<file path="src/rtl/note_sequencer.sv">
// Song-playback sequencer: walks a note ROM and times each note and the silent gap after it in ms.
// Optional build macro NOTE_SEQ_LOOP_EN: the end marker restarts the table instead of ending playback.
module note_sequencer #(
    parameter int ADDR_W      = 5,
    parameter int GAP_MS      = 20,
    parameter int DUR_UNIT_MS = 16
) (
    input  logic              clk,
    input  logic              rst,
    input  logic [15:0]       ticks_per_milli,
    input  logic              start,
    input  logic              stop,
    output logic [ADDR_W-1:0] rom_addr,
    input  logic [11:0]       rom_data,
    output logic [5:0]        note_code,
    output logic              note_valid,
    output logic              ms_tick,
    output logic              busy,
    output logic              done
);

    localparam int CNT_W = 16;
    localparam logic [5:0] END_MARK = 6'd63;

    typedef enum logic [1:0] {S_IDLE, S_FETCH, S_PLAY, S_GAP} state_t;

    state_t             state_reg, state_next;
    logic [ADDR_W-1:0]  addr_reg, addr_next;
    logic [5:0]         pitch_reg, pitch_next;
    logic [CNT_W-1:0]   ms_cnt_reg, ms_cnt_next;
    logic [15:0]        presc_reg, presc_next;
    logic [5:0]         note_code_reg, note_code_next;
    logic               note_valid_reg, note_valid_next;
    logic               ms_tick_reg, ms_tick_next;
    logic               busy_reg, busy_next;
    logic               done_reg, done_next;

    logic [15:0]        t_last;
    logic               timing;
    logic               tick_now;
    logic [5:0]         rom_pitch;
    logic [5:0]         rom_dur;
    logic [CNT_W-1:0]   dur_ms;
    logic [ADDR_W-1:0]  addr_inc;
    logic               timing_next;

    assign t_last    = (ticks_per_milli == 16'd0) ? 16'd0 : ticks_per_milli - 16'd1;
    assign timing    = (state_reg == S_PLAY) || (state_reg == S_GAP);
    // >= rather than == so a shrinking ticks_per_milli cannot strand the prescaler above the new limit
    assign tick_now  = timing && (presc_reg >= t_last);
    assign rom_pitch = rom_data[11:6];
    assign rom_dur   = rom_data[5:0];
    assign dur_ms    = CNT_W'(32'(rom_dur) * 32'(DUR_UNIT_MS));
    assign addr_inc  = addr_reg + ADDR_W'(1);

    always_comb begin
        state_next  = state_reg;
        addr_next   = addr_reg;
        pitch_next  = pitch_reg;
        ms_cnt_next = ms_cnt_reg;
        presc_next  = tick_now ? 16'd0 : (timing ? presc_reg + 16'd1 : 16'd0);
        done_next   = 1'b0;

        case (state_reg)
            S_IDLE: begin
                addr_next = '0;
                if (start) state_next = S_FETCH;
            end
            S_FETCH: begin
                pitch_next = rom_pitch;
                if (rom_pitch == END_MARK) begin
                    addr_next = '0;
`ifdef NOTE_SEQ_LOOP_EN
                    state_next = S_FETCH;
`else
                    state_next = S_IDLE;
                    done_next  = 1'b1;
`endif
                end else if (rom_dur == 6'd0) begin
                    addr_next = addr_inc;
                end else begin
                    ms_cnt_next = dur_ms;
                    presc_next  = 16'd0;
                    state_next  = S_PLAY;
                end
            end
            S_PLAY: begin
                if (tick_now) begin
                    if (ms_cnt_reg <= CNT_W'(1)) begin
                        if (GAP_MS > 0) begin
                            ms_cnt_next = CNT_W'(GAP_MS);
                            presc_next  = 16'd0;
                            state_next  = S_GAP;
                        end else begin
                            addr_next  = addr_inc;
                            state_next = S_FETCH;
                        end
                    end else begin
                        ms_cnt_next = ms_cnt_reg - CNT_W'(1);
                    end
                end
            end
            S_GAP: begin
                if (tick_now) begin
                    if (ms_cnt_reg <= CNT_W'(1)) begin
                        addr_next  = addr_inc;
                        state_next = S_FETCH;
                    end else begin
                        ms_cnt_next = ms_cnt_reg - CNT_W'(1);
                    end
                end
            end
            default: state_next = S_IDLE;
        endcase

        if (stop) begin
            state_next  = S_IDLE;
            addr_next   = '0;
            ms_cnt_next = '0;
            presc_next  = 16'd0;
            done_next   = 1'b0;
        end
    end

    // Outputs are derived from the next state so every port comes straight off a flop
    always_comb begin
        timing_next     = (state_next == S_PLAY) || (state_next == S_GAP);
        note_code_next  = (state_next == S_PLAY) ? pitch_next : 6'd0;
        note_valid_next = (state_next == S_PLAY) && (pitch_next != 6'd0);
        busy_next       = (state_next != S_IDLE);
        ms_tick_next    = timing_next && (presc_next >= t_last);
    end

    always_ff @(posedge clk) begin
        if (rst) begin
            state_reg      <= S_IDLE;
            addr_reg       <= '0;
            pitch_reg      <= '0;
            ms_cnt_reg     <= '0;
            presc_reg      <= '0;
            note_code_reg  <= '0;
            note_valid_reg <= 1'b0;
            ms_tick_reg    <= 1'b0;
            busy_reg       <= 1'b0;
            done_reg       <= 1'b0;
        end else begin
            state_reg      <= state_next;
            addr_reg       <= addr_next;
            pitch_reg      <= pitch_next;
            ms_cnt_reg     <= ms_cnt_next;
            presc_reg      <= presc_next;
            note_code_reg  <= note_code_next;
            note_valid_reg <= note_valid_next;
            ms_tick_reg    <= ms_tick_next;
            busy_reg       <= busy_next;
            done_reg       <= done_next;
        end
    end

    assign rom_addr   = addr_reg;
    assign note_code  = note_code_reg;
    assign note_valid = note_valid_reg;
    assign ms_tick    = ms_tick_reg;
    assign busy       = busy_reg;
    assign done       = done_reg;

endmodule

</file>
<file path="config.mk">
export PLATFORM = sky130hd
export DESIGN_NAME = note_sequencer
export DESIGN_NICKNAME = d
export VERILOG_FILES = /design/src/rtl/note_sequencer.sv
export SDC_FILE = /design/constraint.sdc
export NUM_CORES = 1
export LEC_CHECK = 0
export CAP_MARGIN = 20
export CORE_MARGIN = 1
export CORE_UTILIZATION = 30
export CTS_CLUSTER_DIAMETER = 120
export DETAILED_ROUTE_END_ITERATION = 10
export PLACE_DENSITY = 0.55
export SLEW_MARGIN = 20
export SYNTH_ARGS = -nofsm -noshare
export SYNTH_HDL_FRONTEND = slang
export SYNTH_SLANG_ARGS = --single-unit
</file>
<file path="constraint.sdc">
create_clock -name clk -period 11.05 [get_ports clk]
set_clock_uncertainty 0.2 [all_clocks]
set_input_delay 1.6575 -clock clk [delete_from_list [all_inputs] [get_ports clk]]
set_output_delay 1.6575 -clock clk [all_outputs]
set_load 0.03 [all_outputs]
</file>
==> flow_summary.json <==
{
  "synth_edf_count": 0,
  "startpoint_type": "primary input",
  "power.leakage_uw": 0.00182,
  "multiInputGateArea_mm2": 0.00259,
  "drt-initial-drc-count": 210,
  "die_w_um": 115,
  "io_pins": 47,
  "dieHeight_um": 115,
  "antenna_found_initial": 0,
  "grt_max_degree": 23,
  "syn_avg_cell_area_um2": 8.21,
  "setup_ws_ps": 4360,
  "power.switching_uw": 104,
  "hold_end": "rom_addr[4]",
  "grt_overflow": 0,
  "power_frac_seq_pct": 45.5,
  "cts-root-buf": "clkbuf_16",
  "min_path_type": "register to register",
  "final-seq-area_mm2": 0.00110,
  "clock-sinks": 55,
  "worstReg2RegStart": "presc_reg[14]",
  "path_class": "primary input to register",
  "place.gp.congestion": 0.854,
  "clkSlewWorstSetupHoldPaths_ps": 70,
  "path_cells": "clkdlybuf4s50_1, or4_1, nor4_1, nand3_1, nand2_1, ha_1, a21oi_1, nand2_1, a221oi_1, o21ai_1, nand3b_4, nor2_1, ha_1, a21o_1, a21o_1, a21oi_1, o21ai_0, o21a_1",
  "grt_pass1_wl_mm": 15.7,
  "start_util_pct": 31.3,
  "clock_power_share_pct": 41.8,
  "grt_pass1_vias": 3365,
  "cp.arrival_ps": 6680,
  "cts_hold_buf": 0,
  "max_freq_mhz": 150,
  "max_cap_violations": 0,
  "drt-wirelength-per-cell_um": 13.8,
  "wirelength_mm": 9.29,
  "nets": 579,
  "drcViolationCount": 0,
  "synth_fp_nets": 542,
  "synthFlopType": "dfxtp_1",
  "port-buffer-count": 46,
  "slew_violations": 0,
  "setup.worst_path.end_class": "register",
  "synthesis.area_mm2": 0.00384,
  "crit_path_max_incr_delay_ps": 600,
  "cp_max_fo": 16,
  "cts.htree.levels": 2,
  "dieArea_mm2": 0.0132,
  "fillCellCount": 1265,
  "cts_tree": "built",
  "holdPathStages": 2,
  "yosysWarnings": 0,
  "area_growth_pct": 19.8,
  "antenna_left": 0,
  "pwr-share-comb_pct": 12.7,
  "netlist-cell-type-count": 59,
  "period_needed_ps": 6690,
  "hold_viol_final": 0,
  "worstRegToRegCells": 13,
  "crit_required_ps": 11040,
  "cp_top_family": "simple AND/OR/NAND/NOR gates",
  "cts_setup_buffers": 0,
  "crit_buf_inv": 1,
  "synth-seq-area-share_pct": 28.7,
  "dp_slack_ps": 3990,
  "drive_gt1_share_pct": 6.93,
  "core_mm2": 0.0123,
  "grt_util_all_layers_pct": 14.8,
  "regToRegSetupSlack_ps": 7600,
  "setup_viol": 0,
  "numCtsBuffers": 5,
  "routed-via-count": 3421,
  "rows": 40,
  "regToRegEndpoint": "ms_tick",
  "clk_latency_ps": 290,
  "insertedDiodeCount": 0,
  "cts.path.max_buffers": 2,
  "final_cell_mix": "66 x nor2_1, 55 x dfxtp_1, 46 x clkdlybuf4s50_1",
  "async_flop_share_pct": 0,
  "dp_hpwl_mm": 7.18,
  "relSlewSlack_pct": 32.9,
  "drt_first_pass_iters": 4,
  "powerDensity_mw_per_mm2": 96.2,
  "rsz0062_at_grt": "no",
  "synthCells": 467,
  "layout_commonest_cell": "nor2_1",
  "worst_slew_pin_slew_ps": 1010,
  "cp_slowest_cell": "or4_1",
  "p_sw_share_pct": 23.4,
  "finalSetupTns_ps": 0,
  "ir_drop_mv": 0.0631,
  "intPower_uw": 339,
  "status": "finished clean",
  "hp-start": "rom_addr[4]",
  "ctsResizeCount": 0,
  "postSynthRegisterBits": 55,
  "period_share_pct": 60.5,
  "routed_via_density": 5.08
}
layout make-up:
cell class	instances	share of cell area [%]
inverter	13	1.06
clock inverter	2	0.763
sequential	55	24.0
timing repair buffer	47	10.2
clock buffer	6	3.02
tap	168	4.58
multi-input combinational	382	56.4
power groups by stage:
stage | Combinational (uW) | Sequential [uW] | Clock, uW
after detailed placement | 55.7 | 206 | 0
final | 56.1 | 201 | 185
after CTS | 56.1 | 201 | 192
after floorplan | 32.0 | 206 | 0
after global placement | 55.0 | 206 | 0
after global routing | 62.5 | 202 | 200
kinds of logic (layout without fill, tap and decap cells):
family / count (synthesis) / in the layout / synth area share, %
DFF: 55 / 55 / 28.7
buffers and inverters: 30 / 68 / 3.72
and+or+nand+nor: 213 / 213 / 29.2
muxes: 7 / 7 / 1.83
adders and majority gates: 43 / 43 / 14.0
xor gates and xnor gates: 30 / 30 / 6.85
AOI/OAI and AO/OA: 89 / 89 / 15.7
synthesized netlist by cell type (9+ instances only):
cell,count,share of area [%]
dfxtp_1,55,29
o21ai_0,17,2.2
xor2_1,20,4.6
xnor2_1,10,2.3
nor2_4,10,2.9
or3_1,9,1.5
inv_1,13,1.3
nand3_1,19,2.5
nor2_1,66,6.5
o211ai_1,9,1.8
nand2_1,44,4.3
a21oi_1,21,2.7
ha_1,43,14
nor3_1,15,2.0
through the flow:
step | hold WS (ps) | util [%] | std cells | area [um2] | total power [uW]
floorplan | 254 | - | 467 | 3840 | 238
finish | 290 | 37.5 | 673 | 4590 | 442
CTS | 291 | 37.5 | 673 | 4590 | 449
global placement | 272 | 36.1 | 665 | 4420 | 261
global route | 328 | 37.5 | 673 | 4590 | 464
detailed placement | 279 | 36.1 | 665 | 4420 | 262
worst register-to-register path: cells and delay by family (launching register included):
| family | cells | cell delay, ps |
|---|---|---|
| flip-flops | 1 | 340 |
| AO/OA/AOI/OAI | 8 | 1660 |
| AND/OR/NAND/NOR | 3 | 570 |
| adder cells (fa/ha/maj) | 2 | 580 |
routing by layer:
layer | track usage, % | share of wire, % | up-vias
met5 | 0 | 0 | -
met4 | 3.46 | 1.1 | 0
met3 | 2.85 | 3.7 | 7
met2 | 24.9 | 46 | 72
met1 | 19.5 | 50 | 1590
li1 | - | - | 1752
worst max path at each step:
stage,from,end,slack [ps],depth (start not counted)
after floorplan,ticks_per_milli[10],ms_tick,5150,19
after global placement,ticks_per_milli[5],ms_tick,4310,20
after detailed placement,ticks_per_milli[9],ms_tick,3990,18
after CTS,ticks_per_milli[9],ms_tick,4310,18
after global routing,ticks_per_milli[9],ms_tick,3840,19
final,ticks_per_milli[9],ms_tick,4360,18
Note: power is estimated with default switching activity, not from simulation.
